$ cat src/rtl/l15_store_splitter.sv
// Store-issue stage in front of the L1.5 request port. It takes one 64-bit
// store at a time. Byte-enable patterns that are not a naturally aligned byte,
// hword, word or dword are broken into single-byte packets, lowest byte first.
// The block also counts store packets that have not yet been acked, and it
// raises empty_o when nothing is held or pending, for fences.
module l15_store_splitter #(
  parameter int PADDR_WIDTH     = 40,
  parameter int TID_WIDTH       = 3,
  parameter int MAX_OUTSTANDING = 8
) (
  input  logic                   clk_i,
  input  logic                   rst_i,
  input  logic                   st_valid_i,
  output logic                   st_ready_o,
  input  logic [PADDR_WIDTH-1:0] st_paddr_i,
  input  logic [63:0]            st_data_i,
  input  logic [7:0]             st_be_i,
  input  logic                   st_nc_i,
  output logic                   l15_val_o,
  output logic [4:0]             l15_rqtype_o,
  output logic [2:0]             l15_size_o,
  output logic [PADDR_WIDTH-1:0] l15_address_o,
  output logic [63:0]            l15_data_o,
  output logic [7:0]             l15_be_o,
  output logic                   l15_nc_o,
  output logic [TID_WIDTH-1:0]   l15_threadid_o,
  input  logic                   l15_ack_i,
  input  logic                   l15_rtrn_val_i,
  input  logic [3:0]             l15_rtrn_type_i,
  output logic                   empty_o
);

  localparam int OUT_W = $clog2(MAX_OUTSTANDING + 1);
  localparam logic [OUT_W-1:0] MAX_OUT = OUT_W'(MAX_OUTSTANDING);
  localparam logic [3:0] RTRN_ST_ACK = 4'b0100;

  typedef enum logic [0:0] {
    IDLE  = 1'b0,
    ISSUE = 1'b1
  } state_t;

  state_t                 state_q, state_d;
  logic [PADDR_WIDTH-4:0] paddr_hi_q, paddr_hi_d;
  logic [63:0]            data_q, data_d;
  logic                   nc_q, nc_d;
  logic [7:0]             rem_be_q, rem_be_d;
  logic [OUT_W-1:0]       outstanding_q, outstanding_d;
  logic [TID_WIDTH-1:0]   tid_q, tid_d;

  logic [2:0]  pkt_size_s;
  logic [2:0]  pkt_off_s;
  logic [7:0]  pkt_be_s;
  logic [63:0] pkt_data_s;
  logic        val_s;
  logic        issue_fire_s;
  logic        st_ack_s;
  logic        dec_s;
  logic        unused_paddr_lo_s;

  // Index of the lowest set bit of a byte enable (0 when none is set).
  function automatic logic [2:0] lowest_set(input logic [7:0] be);
    logic [2:0] idx;
    idx = 3'd0;
    for (int i = 7; i >= 0; i--) begin
      if (be[i]) begin
        idx = 3'(i);
      end else begin
        idx = idx;
      end
    end
    return idx;
  endfunction

  // The dword address alone selects the line; the low address bits are not used.
  assign unused_paddr_lo_s = ^st_paddr_i[2:0];

  // Decode the current packet (size, offset, byte enable) from the bytes left to send.
  always_comb begin
    pkt_size_s = 3'b000;
    pkt_off_s  = lowest_set(rem_be_q);
    pkt_be_s   = rem_be_q & (8'h01 << pkt_off_s);
    case (rem_be_q)
      8'hFF: begin pkt_size_s = 3'b011; pkt_off_s = 3'd0; pkt_be_s = rem_be_q; end
      8'h0F: begin pkt_size_s = 3'b010; pkt_off_s = 3'd0; pkt_be_s = rem_be_q; end
      8'hF0: begin pkt_size_s = 3'b010; pkt_off_s = 3'd4; pkt_be_s = rem_be_q; end
      8'h03: begin pkt_size_s = 3'b001; pkt_off_s = 3'd0; pkt_be_s = rem_be_q; end
      8'h0C: begin pkt_size_s = 3'b001; pkt_off_s = 3'd2; pkt_be_s = rem_be_q; end
      8'h30: begin pkt_size_s = 3'b001; pkt_off_s = 3'd4; pkt_be_s = rem_be_q; end
      8'hC0: begin pkt_size_s = 3'b001; pkt_off_s = 3'd6; pkt_be_s = rem_be_q; end
      default: begin
        pkt_size_s = 3'b000;
        pkt_off_s  = lowest_set(rem_be_q);
        pkt_be_s   = rem_be_q & (8'h01 << pkt_off_s);
      end
    endcase
  end

  // Replicate the selected byte(s) across the whole 64-bit bus.
  always_comb begin
    pkt_data_s = 64'd0;
    case (pkt_size_s)
      3'b000:  pkt_data_s = {8{data_q[{pkt_off_s, 3'b000} +: 8]}};
      3'b001:  pkt_data_s = {4{data_q[{pkt_off_s, 3'b000} +: 16]}};
      3'b010:  pkt_data_s = {2{data_q[{pkt_off_s, 3'b000} +: 32]}};
      3'b011:  pkt_data_s = data_q;
      default: pkt_data_s = 64'd0;
    endcase
  end

  assign val_s        = (state_q == ISSUE) && (outstanding_q < MAX_OUT);
  assign issue_fire_s = val_s && l15_ack_i;
  assign st_ack_s     = l15_rtrn_val_i && (l15_rtrn_type_i == RTRN_ST_ACK);
  assign dec_s        = st_ack_s && (outstanding_q != {OUT_W{1'b0}});

  assign st_ready_o     = (state_q == IDLE);
  assign l15_val_o      = val_s;
  assign l15_rqtype_o   = 5'b00001;
  assign l15_size_o     = pkt_size_s;
  assign l15_address_o  = {paddr_hi_q, pkt_off_s};
  assign l15_data_o     = pkt_data_s;
  assign l15_be_o       = pkt_be_s;
  assign l15_nc_o       = nc_q;
  assign l15_threadid_o = tid_q;
  assign empty_o        = (state_q == IDLE) && (outstanding_q == {OUT_W{1'b0}});

  // Next-state logic: capture a store, retire sent bytes, and track acks and tids.
  always_comb begin
    state_d       = state_q;
    paddr_hi_d    = paddr_hi_q;
    data_d        = data_q;
    nc_d          = nc_q;
    rem_be_d      = rem_be_q;
    outstanding_d = outstanding_q;
    tid_d         = tid_q;

    case (state_q)
      IDLE: begin
        if (st_valid_i) begin
          paddr_hi_d = st_paddr_i[PADDR_WIDTH-1:3];
          data_d     = st_data_i;
          nc_d       = st_nc_i;
          rem_be_d   = st_be_i;
          if (st_be_i != 8'h00) begin
            state_d = ISSUE;
          end else begin
            state_d = IDLE;
          end
        end else begin
          state_d = IDLE;
        end
      end
      ISSUE: begin
        if (issue_fire_s) begin
          rem_be_d = rem_be_q & ~pkt_be_s;
          if ((rem_be_q & ~pkt_be_s) == 8'h00) begin
            state_d = IDLE;
          end else begin
            state_d = ISSUE;
          end
        end else begin
          state_d = ISSUE;
        end
      end
      default: state_d = IDLE;
    endcase

    if (issue_fire_s && !dec_s) begin
      outstanding_d = outstanding_q + OUT_W'(1);
    end else if (!issue_fire_s && dec_s) begin
      outstanding_d = outstanding_q - OUT_W'(1);
    end else begin
      outstanding_d = outstanding_q;
    end

    if (issue_fire_s) begin
      tid_d = tid_q + TID_WIDTH'(1);
    end else begin
      tid_d = tid_q;
    end
  end

  // State registers with synchronous reset; reset abandons any split and pending acks.
  always_ff @(posedge clk_i) begin
    if (rst_i) begin
      state_q       <= IDLE;
      paddr_hi_q    <= '0;
      data_q        <= 64'd0;
      nc_q          <= 1'b0;
      rem_be_q      <= 8'h00;
      outstanding_q <= '0;
      tid_q         <= '0;
    end else begin
      state_q       <= state_d;
      paddr_hi_q    <= paddr_hi_d;
      data_q        <= data_d;
      nc_q          <= nc_d;
      rem_be_q      <= rem_be_d;
      outstanding_q <= outstanding_d;
      tid_q         <= tid_d;
    end
  end

endmodule

$ cat config.mk
export PLATFORM = sky130hd
export DESIGN_NAME = l15_store_splitter
export DESIGN_NICKNAME = d
export VERILOG_FILES = /design/src/rtl/l15_store_splitter.sv
export SDC_FILE = /design/constraint.sdc
export NUM_CORES = 1
export LEC_CHECK = 0
export BUFFER_PORTS_ARGS = -buffer_cell sky130_fd_sc_hd__buf_2
export CAP_MARGIN = 20
export CORE_ASPECT_RATIO = 1.75
export CORE_MARGIN = 5
export CORE_UTILIZATION = 50
export CTS_CLUSTER_SIZE = 12
export DETAILED_ROUTE_END_ITERATION = 7
export PLACE_DENSITY = 0.85
export SLEW_MARGIN = 40
export SYNTH_ARGS = -nofsm -noshare
export SYNTH_HDL_FRONTEND = slang
export SYNTH_SLANG_ARGS = --single-unit
$ cat constraint.sdc
create_clock -name clk_i -period 6.22 [get_ports clk_i]
set_input_delay 0.311 -clock clk_i [delete_from_list [all_inputs] [get_ports clk_i]]
set_output_delay 0.311 -clock clk_i [all_outputs]
set_load 0.005 [all_outputs]
# Word level (Yosys, flattened, before mapping)
# Cells that the tools add are included.
op_classes:
  shift: 4
  mul: 0
  n_eq_ne: 13
  bitwise_logic: 4
  n_div: 0
  order_cmp: 1
  mux: 23
  n_addsub: 3
  reduce_logical: 22
op_table:
  columns: ["cell", "count"]
  rows:
  - ["$pmux W64 S4", 1]
  - ["$shiftx A64 B7 Y16", 1]
  - ["$shiftx A64 B7 Y32", 1]
  - ["$shiftx A64 B7 Y8", 1]
  - ["$mux W3", 9]
  - ["$eq A8 B8 Y1 const B", 3]
  - ["$mux W8", 3]
  - ["$and A8 B8 Y8", 2]
  - ["$eq A8 B4 Y1 const B", 2]
  - ["$pmux W8 S2", 1]
  - ["$pmux W3 S4", 1]
  - ["$eq A8 B2 Y1 const B", 1]
  - ["$eq A8 B6 Y1 const B", 1]
  - ["$logic_not A8 Y1", 1]
  - ["$mux W4", 2]
  - ["$not A8 Y8", 1]
  - ["$reduce_bool A8 Y1", 1]
  - ["$shl A1 B3 Y8 const A", 1]
  - ["$logic_and A1 B1 Y1", 7]
  - ["$reduce_or A7 Y1", 1]
  - ["$eq A3 B2 Y1 const B", 2]
  - ["$pmux W2 S3", 1]
  - ["$add A4 B1 Y4 const B", 1]
  - ["$eq A4 B3 Y1 const B", 1]
  - ["other kinds (18)", 24]
word_totals:
  word_cells: 77
  ram_bits: 0
  memories: 0
  ff_bits: 118
  latchBits: 0
  romBits: 0

# Longest topological paths before layout
logic_depth:
  word_depth: 18
  ltp_mapped: 12
  depth_no_buf: 11

# Worst setup path after synthesis
# Ideal clock, no wire load.
synth_timing:
  path_kind: "reg-to-output"
  from: "register rem_be_q[6]"
  to: "output port l15_data_o[20]"
  required_ns: 5.909
  arrival_time_ns: 2.253
  path_slack_ns: 3.656
  path_stages_with_launch: 11
  cell_sequence: "dfxtp_1 buf_6 nand2b_4 a2111o_1 and2_1 buf_2 clkinv_4 mux4_2 nand2b_1 o21ai_1 a211o_1"
synth_between:
  elab_chain_len: 11
synth_lines:
  columns: ["item", "line_no", "text"]
  rows:
  - ["start, declared", "46", "logic [7:0] rem_be_q, rem_be_d;"]
  - ["start signal, assigned", "197", "rem_be_q <= rem_be_d;"]
  - ["$mux W3", null, null]
  - ["$mux W3", "65", "if (be[i]) begin"]
  - ["$mux W3", null, null]
  - ["$mux W3", "65", null]
  - ["$mux W3 (3 in series)", null, null]
  - ["$mux W3", "82", "case (rem_be_q)"]
  - ["$pmux W3 S4", "82", null]
  - ["$shiftx A64 B7 Y32 (tied with other cells)", "104", "3'b010: pkt_data_s = {2{data_q[{pkt_off_s, 3'b000} +: 32]}};"]
  - ["$pmux W64 S4 *", "101", "case (pkt_size_s)"]
  - ["end, declared", "23", "output logic [63:0] l15_data_o,"]
# Every way passes the cells marked *; elsewhere a longest branch is shown, timed or not. The select of a mux whose other input is x is not followed.

# Worst setup path after layout
layout_timing:
  from: "register rem_be_q[2]"
  to: "output port l15_data_o[10]"
layout_between:
  elab_chain_len: 7
layout_lines:
  columns: ["item", "line_no"]
  rows:
  - ["$mux W3 (3 in series)", null]
  - ["$mux W3", "82"]
  - ["$pmux W3 S4", "82"]
  - ["$shiftx A64 B7 Y32 (tied with other cells)", "104"]
  - ["$pmux W64 S4 *", "101"]
# Marked as above.

==> results.md <==
Status:
- The run finished with clean final reports.

Logic synthesis:
- Synthesis inferred 118 register bits.
- The number of distinct library cells after synthesis is between 60 and 70.
- The fraction of synthesis flops using an asynchronous set or reset pin is 0%.
- The synthesized area per cell is 7.141 um^2.
- The Yosys step of the flow raised 0 warnings.
- Sequential cells were found to cover between 30 and 40% of the synthesized design area.
- The most used flip-flop cell after synthesis is dfxtp_1.
- Sorting the synthesized cells by how often they occur yields nand2_1 (339), a21oi_1 (136), dfxtp_1 (118).
- Ranked by total cell area, the synthesized netlist is headed by dfxtp_1 (34%), nand2_1 (19%), a21oi_1 (9.9%).
- The largest area contributor in the synthesized netlist is dfxtp_1.
- The proportion of netlist area held by the largest area contributor is 34.42%.
- Yosys mapped a number of flops with a built-in enable equal to 0.
- The synthesized netlist occupies a cell area of 6863 um^2.
- Synthesis handed over a netlist of just under 1000 instances.
- The most frequent cell after synthesis is nand2_1.

Timing:
- Based on the critical path, the design can be clocked at up to around 240 MHz.
- The headroom to the max-slew limit is 44.98%.
- The transition time of the tightest slew-check pin is a little over 800 ps.
- For the final database, setup skew stands at roughly 6.0 ps.
- The setup total negative slack is 0 ps.
- The final-report hold violation count is 0.
- Setup repair after global routing left no endpoint under its margin.
- The final worst slack is 2111 ps.
- The total count of max-transition violations in the final report was 0.
- The final count of negative-setup-slack endpoints is 0.
- The fraction of the cycle the final worst path needs is 66.06%.
- The smallest clock period supported by the final layout is computed as between 4000 and 5000 ps.

Clock tree:
- The number of resized instances in the post-cts repair step is 0.
- The H-tree depth reported by CTS is 4.
- The TritonCTS clock tree is built.
- Hold repair after CTS inserted 0 buffers.
- The total setup buffers inserted after CTS is 0.
- The total clock buffers created by CTS is 17.
- Clock latency on the worst-skew pair, taken at its later pin, is 410 ps.
- The TritonCTS sink count is 118.
- The clock input transition at the sequential cells of the worst setup and hold paths is 60 ps.
- The number of buffers on the longest clock path is 2.
- The clock tree root driver cell is clkbuf_16.

Run:
- The count of maximum capacitance violations is 0.

Route:
- The via count is 7912.
- The number of nets still failing antenna checks after routing is 0.
- Dividing the detail-routed via count by the number of cells gives 5.848.
- The number of search-and-repair iterations in the first detailed-routing pass is 5.
- The detailed-route DRC error count is 0.
- The number of violations reported at the end of detailed-routing iteration 0 is 692.
- After detailed routing, the total wire length is between 20 and 30 mm.
- After detailed routing, the average wire length per cell comes to 18.70 um.

Power and ir drop:
- The peak supply drop is 0.2099 mV.
- Summing internal, switching and leakage power gives 2.676 mW.
- The analysis attributes to net switching a power of 922.6 uW.
- The static leakage is 3.981 nW.
- The relative contribution of combinational cells to total power is 31.8%.
- The sequential power share is about 32%.
- In this run the power density over the cells is between 300 and 400 nW/um^2.
- In this run switching power makes up 34.48% of total power.
- Cell internal power was estimated by the tool at 1.753 mW.
- The clock network power share is between 30% and 40%.

Global routing:
- The pin count of the biggest net entering global routing is 103.
- The first global-routing pass estimated 38.68 mm of wire.
- For this run the aggregate overflow at the end of global routing stands at 0.
- The overall global routing resource usage is 29.98%.
- The number of global-route vias before repair came to ~7600.
- The number of antenna violations at the first check in global routing is 9.

Placement:
- The placed wire-length estimate is 17.91 mm.
- Timing analysis after detailed placement gives a worst setup slack of 2698 ps.
- The number of buffers added on ports is 239.
- The congestion estimate from routability-driven global placement came to 0.9395.

Floorplanning:
- The full die area is 16260 um^2.
- The initial utilization of the core area, before any placement, comes to about half.
- The width of the chip is 98.56 um.
- 249 I/O pins were placed.
- The total area inside the core boundary comes to 13450 um^2.
- Measured along the y axis, the die boundary spans between 150 and 200 um.
- The number of core rows is 56.

Finish:
- Cells with a size suffix above 1 make up 26.86% of the layout.
- From synthesis to final layout, the design area changed by 26.14%.
- The final net count is 1283.
- After filler insertion, the fill cell instance count of the layout stands at roughly 1300.

Min path:
- The worst min-delay path category is in -> reg.
- The worst hold path begins at st_paddr_i[4].

Setup path:
- The kind of critical path is reg -> out.
- The start point of the critical path is rem_be_q[2]$_SDFFE_PP0P_.
- The worst setup path is captured at an output port.
- The worst register-to-register path begins at rem_be_q[2]$_SDFFE_PP0P_.
- The largest fanout of any net on the critical path is 19.
- STA puts the critical path data required time at 5910 ps.
- The kind of start point of the critical path is a flip-flop.
- Data arrives at the worst endpoint at 3800 ps.
-- metal layers --
| layer | vias to the layer above | global-route usage (%) | part of all wire [%] |
|---|---|---|---|
| met3 | 133 | 6.382 | 8.5 |
| li1 | 3708 | - | - |
| met4 | 2 | 23.80 | 7.9 |
| met5 | - | 0 | 0.040 |
| met2 | 453 | 51.73 | 50 |
| met1 | 3616 | 31.17 | 33 |
-- per-stage QoR --
step | utilization [%] | std cells | instance area [um^2] | hold slack, ps
after CTS | 63.90 | 1342 | 8597 | 121.7
after global routing | 64.31 | 1351 | 8652 | 124.3
after floorplan | - | 965 | 6878 | 436.0
final | 64.35 | 1353 | 8657 | 131.0
after global placement | 59.37 | 1309 | 7986 | 438.6
after detailed placement | 59.58 | 1310 | 8015 | 443.0
-- power by group through the flow --
stage	clock (mW)	sequential [mW]	combinational (mW)
2_1_floorplan	0	0.855	0.521
3_3_place_gp	0	0.873	0.822
3_5_place_dp	0	0.875	0.834
4_1_cts	0.974	0.859	0.840
5_1_grt	1.01	0.867	0.926
6_report	0.964	0.861	0.851
-- worst max-delay path, cell delays in order (launching register included) --
cell and delay (ps):
dfxtp_1 480, or2_4 350, a21o_1 230, nand2_1 630, clkinv_1 670, nor2_1 350
a22o_1 200, o32ai_1 100, a21o_1 220, buf_2 140
-- final timing paths --
check / slack, ps / to / cells past startpoint
worst min-delay path: 130 / paddr_hi_q[1]$_SDFFE_PP0P_ / 3
worst min register to register: 450 / paddr_hi_q[10]$_SDFFE_PP0P_ / 2
worst max register to register: 3190 / state_q$_SDFF_PP0_ / 7
worst max-delay path: 2110 / l15_data_o[10] / 9
-- registers in the layout, summed over array words and instances, names as in the netlist --
name / count
state_q: 1
paddr_hi_q: 37
outstanding_q: 4
data_q: 64
l15_threadid_o: 3
rem_be_q: 8
l15_nc_o: 1
-- cells in the final DEF (no fill, tap or decap), types with 4 or more instances in the layout --
cell type   count
buf_2         239
diode_2        10
inv_1           7
a21o_1         21
a221oi_2        7
clkbuf_16      17
or3_1           6
a2bb2oi_1       5
ha_1            4
or2_2           6
nor3_1          4
a22oi_1        16
a32o_1          5
a31oi_1        11
nor2_1         33
nand2_1       338
a21oi_1       134
clkinvlp_4      4
clkinv_4        4
nor4_1          4
a22o_1          5
nand2b_1        4
o21ai_0        20
xor2_1          4
dfxtp_1       118
mux2i_1        34
conb_1          6
buf_4           5
a211o_1         9
nand3_1        28
-- cells by family after synthesis --
family,count (synthesis),synth area share (%)
AND/OR/NAND/NOR,445,27.11
AO/OA/AOI/OAI,261,24.56
flip-flops,118,34.42
buffers and inverters,86,6.126
multiplexers,36,5.615
XOR/XNOR,7,0.8934
adder cells (fa/ha/maj),6,1.167
other,2,0.1094
-- area by class of cell --
cell class	count	area [um^2]	share of cell area (%)
multi-input cells	761	4145	47.88
flip-flops and latches	118	2362	27.29
repair buffers	246	1272	14.70
clock buffers	18	429.2	4.957
well taps	174	217.7	2.515
clock inverters	14	152.6	1.763
inverters	12	52.55	0.6070
diodes	10	25.02	0.2891
No activity file was read; power rests on OpenSTA's default activity.
